## config.mk

```make
export PLATFORM = sky130hd
export DESIGN_NAME = mul_div_unit
export DESIGN_NICKNAME = d
export VERILOG_FILES = /design/src/rtl/mul_div_unit.sv
export SDC_FILE = /design/constraint.sdc
export NUM_CORES = 1
export LEC_CHECK = 0
export ABC_AREA = 1
export BUFFER_PORTS_ARGS = -buffer_cell sky130_fd_sc_hd__buf_2
export CAP_MARGIN = 30
export CORE_MARGIN = 3
export CORE_UTILIZATION = 60
export CTS_BUF_LIST = sky130_fd_sc_hd__clkbuf_4
export CTS_CLUSTER_SIZE = 8
export DETAILED_ROUTE_END_ITERATION = 7
export GPL_TIMING_DRIVEN = 0
export PLACE_DENSITY = 0.81
export SLEW_MARGIN = 20
export SYNTH_ARGS = -nofsm -noshare
export SYNTH_HDL_FRONTEND = slang
export SYNTH_SLANG_ARGS = --single-unit
```

## constraint.sdc

```tcl
create_clock -name clk -period 2.4 [get_ports clk]
set_input_delay 0.24 -clock clk [delete_from_list [all_inputs] [get_ports clk]]
set_output_delay 0.24 -clock clk [all_outputs]
set_load 0.02 [all_outputs]
```

## src/rtl/mul_div_unit.sv

```systemverilog
// Multi-cycle multiply/divide unit for the EX stage.
// Radix-2 shift-add multiply and restoring divide, WIDTH steps per operation.
// Optional feature macro: MDU_SIGNED_EN (two's-complement operands when defined;
// otherwise signed_op is ignored and every operation is unsigned).
module mul_div_unit #(
    parameter  int WIDTH = 16,
    localparam int CNT_W = $clog2(WIDTH + 1)
) (
    input  logic             clk,
    input  logic             reset_n,
    input  logic             start,
    input  logic             op,
    input  logic             signed_op,
    input  logic             flush,
    input  logic [WIDTH-1:0] a,
    input  logic [WIDTH-1:0] b,
    output logic             busy,
    output logic             stall,
    output logic             done,
    output logic [WIDTH-1:0] result,
    output logic [WIDTH-1:0] overflow,
    output logic             div_zero
);

    typedef enum logic [2:0] {
        S_IDLE,
        S_PREP,
        S_CALC,
        S_FIX,
        S_DONE
    } state_t;

    state_t             state;
    logic [WIDTH-1:0]   a_r;
    logic [WIDTH-1:0]   b_r;
    logic               op_r;
    logic               sgn_r;
    logic               neg_q;
    logic               neg_r;
    logic [WIDTH-1:0]   hi;
    logic [WIDTH-1:0]   lo;
    logic [WIDTH-1:0]   md;
    logic [CNT_W-1:0]   cnt;

    logic               a_neg;
    logic               b_neg;
    logic [WIDTH-1:0]   mag_a;
    logic [WIDTH-1:0]   mag_b;
    logic [WIDTH:0]     mul_sum;
    logic [WIDTH:0]     div_trial;
    logic [WIDTH:0]     div_diff;
    logic [2*WIDTH-1:0] prod;
    logic [2*WIDTH-1:0] prod_fix;
    logic [WIDTH-1:0]   quo_fix;
    logic [WIDTH-1:0]   rem_fix;

`ifndef MDU_SIGNED_EN
    logic unused_signed_op;
    assign unused_signed_op = signed_op;
`endif

    // Pipeline hold: while busy, or on the cycle a request is accepted.
    assign stall = busy | (start & (state == S_IDLE) & ~flush);

    // Operand magnitudes, one datapath step, and final sign correction.
    always_comb begin
        a_neg     = sgn_r & a_r[WIDTH-1];
        b_neg     = sgn_r & b_r[WIDTH-1];
        mag_a     = a_neg ? (~a_r + WIDTH'(1)) : a_r;
        mag_b     = b_neg ? (~b_r + WIDTH'(1)) : b_r;
        mul_sum   = {1'b0, hi} + (lo[0] ? {1'b0, md} : '0);
        div_trial = {hi, lo[WIDTH-1]};
        div_diff  = div_trial - {1'b0, md};
        prod      = {hi, lo};
        prod_fix  = neg_q ? (~prod + (2*WIDTH)'(1)) : prod;
        quo_fix   = neg_q ? (~lo + WIDTH'(1)) : lo;
        rem_fix   = neg_r ? (~hi + WIDTH'(1)) : hi;
    end

    // Control FSM with registered busy/done and the iterating datapath.
    always_ff @(posedge clk) begin
        if (!reset_n) begin
            state    <= S_IDLE;
            busy     <= 1'b0;
            done     <= 1'b0;
            div_zero <= 1'b0;
            result   <= '0;
            overflow <= '0;
            a_r      <= '0;
            b_r      <= '0;
            op_r     <= 1'b0;
            sgn_r    <= 1'b0;
            neg_q    <= 1'b0;
            neg_r    <= 1'b0;
            hi       <= '0;
            lo       <= '0;
            md       <= '0;
            cnt      <= '0;
        end else begin
            done <= 1'b0;
            case (state)
                S_IDLE: begin
                    if (start && !flush) begin
                        a_r   <= a;
                        b_r   <= b;
                        op_r  <= op;
`ifdef MDU_SIGNED_EN
                        sgn_r <= signed_op;
`else
                        sgn_r <= 1'b0;
`endif
                        busy  <= 1'b1;
                        state <= S_PREP;
                    end
                end
                S_PREP: begin
                    if (flush) begin
                        busy  <= 1'b0;
                        state <= S_IDLE;
                    end else if (op_r && (b_r == '0)) begin
                        result   <= '1;
                        overflow <= a_r;
                        div_zero <= 1'b1;
                        done     <= 1'b1;
                        busy     <= 1'b0;
                        state    <= S_DONE;
                    end else begin
                        // Multiply: md = multiplicand, lo = multiplier.
                        // Divide:   md = divisor, lo = dividend shifting into quotient.
                        md    <= op_r ? mag_b : mag_a;
                        lo    <= op_r ? mag_a : mag_b;
                        hi    <= '0;
                        neg_q <= a_neg ^ b_neg;
                        neg_r <= a_neg;
                        cnt   <= '0;
                        state <= S_CALC;
                    end
                end
                S_CALC: begin
                    if (flush) begin
                        busy  <= 1'b0;
                        state <= S_IDLE;
                    end else begin
                        if (!op_r) begin
                            hi <= mul_sum[WIDTH:1];
                            lo <= {mul_sum[0], lo[WIDTH-1:1]};
                        end else if (!div_diff[WIDTH]) begin
                            hi <= div_diff[WIDTH-1:0];
                            lo <= {lo[WIDTH-2:0], 1'b1};
                        end else begin
                            hi <= div_trial[WIDTH-1:0];
                            lo <= {lo[WIDTH-2:0], 1'b0};
                        end
                        cnt <= cnt + CNT_W'(1);
                        if (cnt == CNT_W'(WIDTH - 1)) begin
                            state <= S_FIX;
                        end
                    end
                end
                S_FIX: begin
                    if (flush) begin
                        busy  <= 1'b0;
                        state <= S_IDLE;
                    end else begin
                        if (!op_r) begin
                            {overflow, result} <= prod_fix;
                        end else begin
                            result   <= quo_fix;
                            overflow <= rem_fix;
                        end
                        div_zero <= 1'b0;
                        done     <= 1'b1;
                        busy     <= 1'b0;
                        state    <= S_DONE;
                    end
                end
                S_DONE: begin
                    state <= S_IDLE;
                end
                default: begin
                    busy  <= 1'b0;
                    state <= S_IDLE;
                end
            endcase
        end
    end

endmodule
```

Word-level counts from Yosys, hierarchy flattened
Index checks and enable logic that the tools add are counted.
{"block": "classes", "addsub": 3, "n_eq_ne": 14, "mux": 47, "n_bitwise": 6, "n_reduce_logical": 13}
{"cell": "2-to-1 mux 16 bit", "n": 18}
{"cell": "one-hot mux 16 bit (2 select lines)", "n": 4}
{"cell": "2-to-1 mux 3 bit", "n": 6}
{"cell": "adder 16 x 16 -> 17 bit", "n": 1}
{"cell": "subtractor 17 x 16 -> 17 bit", "n": 1}
{"cell": "logical NOT 16 bit", "n": 1}
{"cell": "2-to-1 mux 5 bit", "n": 3}
{"cell": "inequality test 2 bit (second input constant)", "n": 6}
{"cell": "one-hot mux 3 bit (4 select lines)", "n": 1}
{"cell": "AND reduction 4 bit", "n": 3}
{"cell": "2-to-1 mux 1 bit", "n": 11}
{"cell": "one-hot mux 5 bit (2 select lines)", "n": 1}
{"cell": "== test 3 x 2 -> 1 bit (second input constant)", "n": 2}
{"cell": "inequality test 3 bit (second input constant)", "n": 2}
{"cell": "adder 5 x 1 -> 5 bit (second input constant)", "n": 1}
{"cell": "== test 5 x 4 -> 1 bit (second input constant)", "n": 1}
{"cell": "one-hot mux 1 bit (2 select lines)", "n": 2}
{"cell": "one-hot mux 1 bit (4 select lines)", "n": 1}
{"cell": "AND reduction 2 bit", "n": 2}
{"cell": "nonzero test 2 bit", "n": 2}
{"cell": "== test 3 x 1 -> 1 bit (second input constant)", "n": 1}
{"cell": "== test 3 bit (second input constant)", "n": 1}
{"cell": "logical NOT 3 bit", "n": 1}
{"cell": "inverter 1 bit", "n": 3}
{"cell": "other kinds (6)", "n": 8}
{"block": "totals", "register_bits": 124, "inputBits": 38, "output_inout_bits": 36, "elab_cells": 96}

Logic depth before layout (Yosys ltp)
Gate-level depths: netlist of run 1.
{"block": "logic_depth", "ltp_word": 5, "mapped_depth": 19}

Worst setup path after synthesis of run 1
Ideal clock, no wire load.
{"block": "synth_path", "kind": "register to register", "start": "register lo[0]", "end": "register hi[13]", "setup_time_ps": 132, "t_arrival_ps": 2085, "setup_slack_ps": 182, "stages_incl_launch_ff": 16, "period_less_slack_ps": 2218, "cell_sequence": "dfxtp_1 -> clkbuf_1 -> buf_1 -> nand2_1 -> inv_1 -> ha_1 -> a21oi_1 -> o21ai_0 -> a21oi_1 -> nand2_1 -> nand2_1 -> nand3_1 -> nand2_1 -> inv_1 -> nand2_1 -> a21oi_1"}
{"block": "synth_between", "elab_chain_len": 5}
{"element": "start: declaration", "line": "41", "text": "logic [WIDTH-1:0] lo;"}
{"element": "start signal: assignment", "line": "131", "text": "lo <= op_r ? mag_a : mag_b;"}
{"element": "start signal: assignment", "line": "146", "text": "lo <= {mul_sum[0], lo[WIDTH-1:1]};"}
{"element": "start signal: assignment", "line": "149", "text": "lo <= {lo[WIDTH-2:0], 1'b1};"}
{"element": "2-to-1 mux 16 bit", "line": "71", "text": "mul_sum = {1'b0, hi} + (lo[0] ? {1'b0, md} : '0);"}
{"element": "adder 16 x 16 -> 17 bit", "line": "71"}
{"element": "2-to-1 mux 16 bit", "line": "144", "text": "if (!op_r) begin"}
{"element": "2-to-1 mux 16 bit", "line": "140", "text": "if (flush) begin"}
{"element": "one-hot mux 16 bit (2 select lines)", "line": "101", "text": "case (state)"}
{"element": "end signal: assignment", "line": "145", "text": "hi <= mul_sum[WIDTH:1];"}
{"element": "end signal: assignment", "line": "148", "text": "hi <= div_diff[WIDTH-1:0];"}
{"element": "end signal: assignment", "line": "151", "text": "hi <= div_trial[WIDTH-1:0];"}
{"element": "end: declaration", "line": "40", "text": "logic [WIDTH-1:0] hi;"}
Every way passes these cells. The select of a mux whose other input is x is not followed.
A chain may end at the register's enable or synchronous reset.

Worst setup path after layout of run 1
{"block": "layout_path", "start": "register hi[2]", "end": "register lo[0]"}
{"block": "layout_between", "elab_chain_len": 5}
{"element": "subtractor 17 x 16 -> 17 bit", "line": "73", "text": "div_diff = div_trial - {1'b0, md};"}
{"element": "2-to-1 mux 1 bit", "line": "147", "text": "end else if (!div_diff[WIDTH]) begin"}
{"element": "2-to-1 mux 16 bit", "line": "144"}
{"element": "2-to-1 mux 16 bit", "line": "140"}
{"element": "one-hot mux 16 bit (2 select lines)", "line": "101"}
{"element": "end signal: assignment", "line": "146"}
{"element": "end signal: assignment", "line": "149"}
{"element": "end signal: assignment", "line": "152", "text": "lo <= {lo[WIDTH-2:0], 1'b0};"}
Every way passes these cells. The select of a mux whose other input is x is not followed.

==> results.yml, run 1 <==
die:
  floorplan.die.width_um: 119
  die_area_um2: 14300
  boundaryPins: 74
  floorplan.die.height_um: 119
  start_util_pct: 62.8
  rows: 40
  placeableCoreArea_um2: 12300
setup_path:
  worstPathMaxFanout: 8
  critical_path.n_buffers_inverters: 1
  endpoint_kind: "flop"
  reg2reg_slack_ns: 0.07
  worstReg2RegStart: "hi[2]"
  critical-path-max-stage-delay_ns: 0.55
  worst-endpoint-arrival_ns: 2.78
  reg2reg_to: "lo[0]"
  worst_r2r_path_depth: 11
  worst_setup_path_start_kind: "flop"
  worstPathCellList: "ha_1, or2_1, nand3_2, nand2_2, nand2_4, nand2_4, nand2_4, nand2_4, clkbuf_16, o21ai_0, a31oi_1"
  crit_family: "simple AND/OR/NAND/NOR gates"
  crit_type: "reg -> reg"
  data_required_time_at_the_worst_endpoint_ns: 2.85
  cell_with_the_largest_stage_delay_on_the_worst_path: "sky130_fd_sc_hd__dfxtp_1"
  crit_path_frequent_cell: "sky130_fd_sc_hd__nand2_4"
run:
  cap_violations: 0
clock_tree:
  h_tree_depth: 4
  clkTransAtPathRegs_ns: 0.12
  cts_root_buffer: "sky130_fd_sc_hd__clkbuf_4"
  cts.sinks: 124
  tritoncts: "done"
  cts-buffers-inserted: 17
  worstSkewPairLatency_ns: 0.57
  cts_max_path_buffers: 2
cells_and_area:
  layout.cell_area.non_filler_um2: 9090
  final_net_count: 1384
  mostFrequentLayoutCell: "sky130_fd_sc_hd__nand2_1"
  area_delta_synth_final_pct: 17.6
  final_cell_mix: "sky130_fd_sc_hd__nand2_1, sky130_fd_sc_hd__inv_1, sky130_fd_sc_hd__o21ai_0"
  antenna_cells_inserted: 0
  final.fill_count: 1041
  layout-drive-gt1-share_pct: 15.6
hold_path:
  hp-class: "in -> reg"
  hold_path_end: "a_r[1]"
  hold-path-cell-count: 3
  worst_hold_path_startpoint: "a[1]"
global_routing:
  largest_net_degree_at_the_start_of_global_routing: 17
  top_usage_layer: "met2"
  total_global_routing_overflow: 0
  grt_util_all_layers_pct: 37.6
  grt_util_met3_pct: 9.57
  use_met2_pct: 56.9
  antenna_found_initial: 0
  first_global_vias: 8073
  grt_pass1_wl_mm: 41.7
  use_met1_pct: 51.2
detailed_routing:
  route.vias.total: 8669
  final_antenna_net_count: 0
  wire_per_inst_um: 18.1
  remaining_drc_errors: 0
  route.detailed.vias_per_inst: 5.81
  aggregate_routed_wire_length_mm: 27.0
  drt-initial-drc-count: 1093
  drt-pass1-iter-count: 8
sta:
  slew-limit-headroom_pct: 57.5
  final_min_period_over_clock_period_pct: 97.0
  final_period_minus_worst_setup_slack_ns: 2.33
  setup-violations-final: 0
  timing.fmax_mhz: 430
  fin_skew_ns: 0.0144
  max_slew.worst_pin.slew_ns: 0.638
  timing.final.hold_violations: 0
  slew_viol_final: 0
  postLayoutSetupSlackWorst_ns: 0.0728
synthesis:
  synth-edff-count: 0
  asyncSetResetFlopFracSynth_pct: 0
  post_synth_inst_count: 1182
  synth.ff_latch_count: 124
  synthDistinctLibCells: 45
  syn_area_um2: 7730
  mappedNetlistNets: 1256
  post_synth.cell_area_avg_um2: 6.54
  synth-main-ff-cell: "sky130_fd_sc_hd__dfxtp_1"
  synth_sequential_area_ratio_pct: 32.1
  synth.yosys.warnings: 0
run_status:
  outcome: "completed"
placed_design:
  dpl_worst_slack_ns: -0.450
  placement_cell_area_um2: 8300
  port_buffers: 72
  gpl.final_weighted_congestion: 1.02
  dp_hpwl_mm: 20.2
pwr:
  cellLeakagePower_nw: 4.19
  power.density_nw_per_um2: 563
  worst_ir_drop_vdd_v: 0.000431
==> sequential cells by signal (all words and copies together), names as in the netlist <==
register and cells:
a_r 16, b_r 16, hi 16, lo 16, md 16, overflow 16, result 16, cnt 5
state 3, busy 1, div_zero 1, done 1, op_r 1
==> worst register-to-register path: stages, from the launching register on <==
cell and delay, ns:
sky130_fd_sc_hd__dfxtp_1 0.55, sky130_fd_sc_hd__ha_1 0.36, sky130_fd_sc_hd__or2_1 0.28, sky130_fd_sc_hd__nand3_2 0.09
sky130_fd_sc_hd__nand2_2 0.07, sky130_fd_sc_hd__nand2_4 0.10, sky130_fd_sc_hd__nand2_4 0.07, sky130_fd_sc_hd__nand2_4 0.12
sky130_fd_sc_hd__nand2_4 0.08, sky130_fd_sc_hd__clkbuf_16 0.16, sky130_fd_sc_hd__o21ai_0 0.20, sky130_fd_sc_hd__a31oi_1 0.12
==> cells in the mapped netlist, types with 2 or more instances <==
library cell / count / area share, %
sky130_fd_sc_hd__buf_4: 8 / 0.78
sky130_fd_sc_hd__o21ai_0: 132 / 8.5
sky130_fd_sc_hd__clkbuf_1: 33 / 1.6
sky130_fd_sc_hd__buf_6: 3 / 0.44
sky130_fd_sc_hd__nand2_2: 3 / 0.24
sky130_fd_sc_hd__nor3_1: 4 / 0.26
sky130_fd_sc_hd__nor2_1: 116 / 5.6
sky130_fd_sc_hd__nand3b_1: 4 / 0.39
sky130_fd_sc_hd__inv_1: 134 / 6.5
sky130_fd_sc_hd__o21a_1: 2 / 0.19
sky130_fd_sc_hd__buf_2: 6 / 0.39
sky130_fd_sc_hd__buf_1: 6 / 0.29
sky130_fd_sc_hd__clkinv_1: 2 / 0.097
sky130_fd_sc_hd__fa_1: 2 / 0.52
sky130_fd_sc_hd__nand2_1: 266 / 13
sky130_fd_sc_hd__nand3_1: 112 / 7.3
sky130_fd_sc_hd__nor4_1: 3 / 0.24
sky130_fd_sc_hd__mux2_2: 13 / 1.9
sky130_fd_sc_hd__and2_1: 4 / 0.32
sky130_fd_sc_hd__nand2_4: 5 / 0.73
sky130_fd_sc_hd__mux2i_1: 10 / 1.3
sky130_fd_sc_hd__xnor2_1: 2 / 0.23
sky130_fd_sc_hd__a21oi_1: 104 / 6.7
sky130_fd_sc_hd__o22ai_1: 2 / 0.16
sky130_fd_sc_hd__nor2_4: 2 / 0.29
sky130_fd_sc_hd__and3_1: 2 / 0.16
sky130_fd_sc_hd__nor3_2: 4 / 0.52
sky130_fd_sc_hd__ha_1: 34 / 5.5
sky130_fd_sc_hd__nand4_1: 8 / 0.65
sky130_fd_sc_hd__o211ai_1: 6 / 0.58
sky130_fd_sc_hd__dfxtp_1: 124 / 32
sky130_fd_sc_hd__o21ai_2: 7 / 0.79
sky130_fd_sc_hd__inv_2: 7 / 0.34
==> through the flow <==
step | utilization, % | std cells | hold WS [ns] | TNS [ns] | total power, mW
final | 73.8 | 1491 | 0.0385 | 0 | 5.11
after global routing | 73.8 | 1491 | 0.0408 | -0.206 | 5.32
after CTS | 72.5 | 1485 | 0.00531 | 0 | 4.97
after detailed placement | 67.4 | 1422 | 0.465 | -4.98 | 3.41
after global placement | 67.4 | 1422 | 0.459 | -4.86 | 3.40
after floorplan | - | 1182 | 0.375 | 0 | 3.06
==> worst max-delay path by stage <==
stage	cells after the start	from	end	slack, ns
after floorplan	15	lo[0]	hi[13]	0.18
after global placement	15	lo[0]	hi[15]	-0.48
after detailed placement	15	lo[0]	hi[15]	-0.45
after CTS	7	state[0]	stall	0.02
after global routing	17	lo[15]	hi[3]	-0.05
final	11	hi[2]	lo[0]	0.07
==> power by group <==
part / internal, mW / switching, mW / total, mW
clock: 0.637 / 0.917 / 1.55
sequential: 2.14 / 0.0903 / 2.23
combinational: 0.487 / 0.843 / 1.33
==> routing by layer <==
layer  share of wire (%)  up-vias
met5                   0        -
met4                 3.7        0
met3                  12       78
met2                  43      555
met1                  42     3897
li1                    -     4139
==> cell type report <==
cell class / count / area, µm² / share of cell area, %
multi-input cells: 858 / 4520 / 49.7
flip-flops and latches: 124 / 2500 / 27.6
repair buffers: 110 / 751 / 8.26
inverters: 144 / 542 / 5.96
plain buffers: 55 / 275 / 3.03
well taps: 168 / 210 / 2.31
clock inverters: 15 / 163 / 1.79
clock buffers: 17 / 128 / 1.40
==> logic make-up (layout without fill, tap and decap cells) <==
logic type	after synthesis	after routing	share of synthesized area, %
XOR/XNOR	3	3	0.340
adder cells (fa/ha/maj)	36	36	6.02
buffers and inverters	200	341	10.5
multiplexers	23	23	3.19
AND/OR/NAND/NOR	536	536	30.0
flip-flops	124	124	32.1
AO/OA/AOI/OAI	260	260	17.8
==> timing repair <==
action,4_1_cts,5_1_grt
hold buffers,30,0
endpoints found under the setup margin,18,18
pin swaps,1,3
endpoints found under the hold margin,30,0
buffers inserted,2,5
resized for setup,12,30
gates cloned,0,1
(Power assumes the default switching activity.)
==> inputs of run 2 (changes only) <==
--- a/config.mk
+++ b/config.mk
@@ -15,6 +15,7 @@
 export DETAILED_ROUTE_END_ITERATION = 7
 export GPL_TIMING_DRIVEN = 0
 export PLACE_DENSITY = 0.81
+export RECOVER_POWER = 25
 export SLEW_MARGIN = 20
 export SYNTH_ARGS = -nofsm -noshare
 export SYNTH_HDL_FRONTEND = slang
==> constraint.sdc (replaced) <==
create_clock -name clk -period 2.3 [get_ports clk]
set_input_delay 0.23 -clock clk [delete_from_list [all_inputs] [get_ports clk]]
set_output_delay 0.23 -clock clk [all_outputs]
set_load 0.02 [all_outputs]
==> run 2 against run 1 <==
Against the previous run: the run now ends with design-rule violations, negative setup slack left; utilization grew 3.3 points; final area grew 4.5%; clock-buffer cell count is the same; clock power grew 6%; total power grew 9.8%; maximum frequency shrank 1.6%; global-route usage grew 0.70 points; cell count grew 1.5%; combinational power grew 23%; critical path depth grew 4; critical endpoint is now hi[8].
==> results.yml, run 2 (synthesis results as in run 1) <==
detailed_routing:
  drt-pass1-iter-count: 8
  final_antenna_net_count: 0
  route.detailed.vias_per_inst: 5.97
  drt-initial-drc-count: 1025
  wire_per_inst_um: 19.0
  remaining_drc_errors: 1
  route.vias.total: 9037
  aggregate_routed_wire_length_mm: 28.7
sta:
  postLayoutSetupSlackWorst_ns: -0.0643
  setup-tns-final_ns: -0.246
  final_min_period_over_clock_period_pct: 103
  final_period_minus_worst_setup_slack_ns: 2.36
  final.hold.worst_slack_ns: 0.0645
  fin_skew_ns: 0.0169
  timing.final.hold_violations: 0
  max_slew.worst_pin.slew_ns: 0.686
  slew-limit-headroom_pct: 54.3
  slew_viol_final: 0
  rsz_0062_raised_after_global_routing: "yes"
  setup-violations-final: 8
  timing.fmax_mhz: 423
setup_path:
  crit_type: "reg -> reg"
  reg2reg_slack_ns: -0.06
  worst_setup_path_start_kind: "flop"
  crit_path_frequent_cell: "sky130_fd_sc_hd__nand3_1"
  worstPathCellList: "inv_4, ha_4, fa_2, inv_2, nand2_2, nand2_2, nand3_2, nand2_2, nand2_4, buf_4, nand3_1, nand3_1, nand3_1, nand3_1, a21oi_1"
  endpoint_kind: "flop"
  worst_r2r_path_depth: 15
  critical_path.n_buffers_inverters: 3
  critical-path-max-stage-delay_ns: 0.38
  worst-endpoint-arrival_ns: 2.85
  worstReg2RegStart: "lo[15]"
  cell_with_the_largest_stage_delay_on_the_worst_path: "sky130_fd_sc_hd__dfxtp_4"
  data_required_time_at_the_worst_endpoint_ns: 2.79
  crit_family: "simple AND/OR/NAND/NOR gates"
  worstPathMaxFanout: 5
  reg2reg_to: "hi[8]"
cells_and_area:
  layout-drive-gt1-share_pct: 18.4
  final_net_count: 1407
  area_delta_synth_final_pct: 22.9
  antenna_cells_inserted: 0
  mostFrequentLayoutCell: "sky130_fd_sc_hd__nand2_1"
  final_cell_mix: "sky130_fd_sc_hd__nand2_1, sky130_fd_sc_hd__inv_1, sky130_fd_sc_hd__o21ai_0"
  layout.core_utilization_pct: 77.2
  layout.cell_area.non_filler_um2: 9500
clock_tree:
  tritoncts: "done"
  cts.sinks: 124
  clkTransAtPathRegs_ns: 0.13
  cts_max_path_buffers: 2
  cts-buffers-inserted: 17
  cts_root_buffer: "sky130_fd_sc_hd__clkbuf_4"
  worstSkewPairLatency_ns: 0.58
  h_tree_depth: 4
die:
  placeableCoreArea_um2: 12300
  start_util_pct: 62.8
  boundaryPins: 74
  die_area_um2: 14300
  floorplan.die.width_um: 119
  floorplan.die.height_um: 119
  rows: 40
run_status:
  outcome: "finished with violations"
  failed_checks: "design-rule violations, negative setup slack"
placed_design:
  placement_cell_area_um2: 8300
  dp_hpwl_mm: 20.2
  port_buffers: 72
  gpl.final_weighted_congestion: 1.02
global_routing:
  total_global_routing_overflow: 0
  grt_util_all_layers_pct: 38.3
  grt_pass1_wl_mm: 42.4
  largest_net_degree_at_the_start_of_global_routing: 17
  antenna_found_initial: 0
  first_global_vias: 8126
hold_path:
  hold-path-cell-count: 3
  worst_hold_path_startpoint: "reset_n"
  hp-class: "in -> reg"
  hold_path_end: "result[15]"
pwr:
  power.density_nw_per_um2: 591
  cellLeakagePower_nw: 4.18
  worst_ir_drop_vdd_v: 0.000456
run:
  cap_violations: 0
run 2: layout make-up:
type	instances	area (µm²)
timing repair buffer	133	860
buffer	55	274
clock buffer	17	128
tap	168	210
clock inverter	15	163
multi-input combinational	858	4800
sequential	124	2520
fill	990	2810
inverter	144	546
run 2: where the power goes:
| part | total [mW] | switching, mW | internal, mW |
|---|---|---|---|
| Combinational | 1.64 | 1.01 | 0.623 |
| Clock | 1.65 | 0.982 | 0.665 |
| Sequential | 2.33 | 0.0994 | 2.23 |
run 2: timing repair:
action | 4_1_cts | 5_1_grt
hold buffers | 31 | 0
hold endpoints to repair | 31 | 0
pin swaps | 7 | 19
gates resized for setup | 34 | 79
buffers inserted | 18 | 12
endpoints found under the setup margin | 18 | 19
run 2: worst max path at each step:
stage / startpoint / end / slack, ns / cells past startpoint
after floorplan: lo[0] / hi[13] / 0.08 / 15
after global placement: lo[0] / hi[15] / -0.58 / 15
after detailed placement: lo[0] / hi[15] / -0.55 / 15
after CTS: lo[15] / hi[14] / 0.005 / 18
after global routing: lo[15] / hi[8] / -0.15 / 15
final: lo[15] / hi[8] / -0.06 / 15
run 2: layer usage:
metal | up-vias | part of all wire, % | global-route usage, %
met2 | 637 | 43 | 57.9
met3 | 113 | 13 | 9.71
met1 | 4092 | 40 | 52.3
met4 | 0 | 4.7 | 15.9
met5 | - | 0 | 0
li1 | 4195 | - | -
run 2: through the flow:
stage | worst slack [ns] | instances | power [mW]
after CTS | 0.00519 | 1502 | 5.32
final | -0.0643 | 1514 | 5.61
after floorplan | 0.0823 | 1182 | 3.19
after global placement | -0.585 | 1422 | 3.55
after global routing | -0.153 | 1514 | 5.79
after detailed placement | -0.550 | 1422 | 3.56
run 2: worst min-delay path, cell delays in order:
cell and delay [ns]:
sky130_fd_sc_hd__buf_2 0.16, sky130_fd_sc_hd__nand2_4 0.13, sky130_fd_sc_hd__o21ai_0 0.08
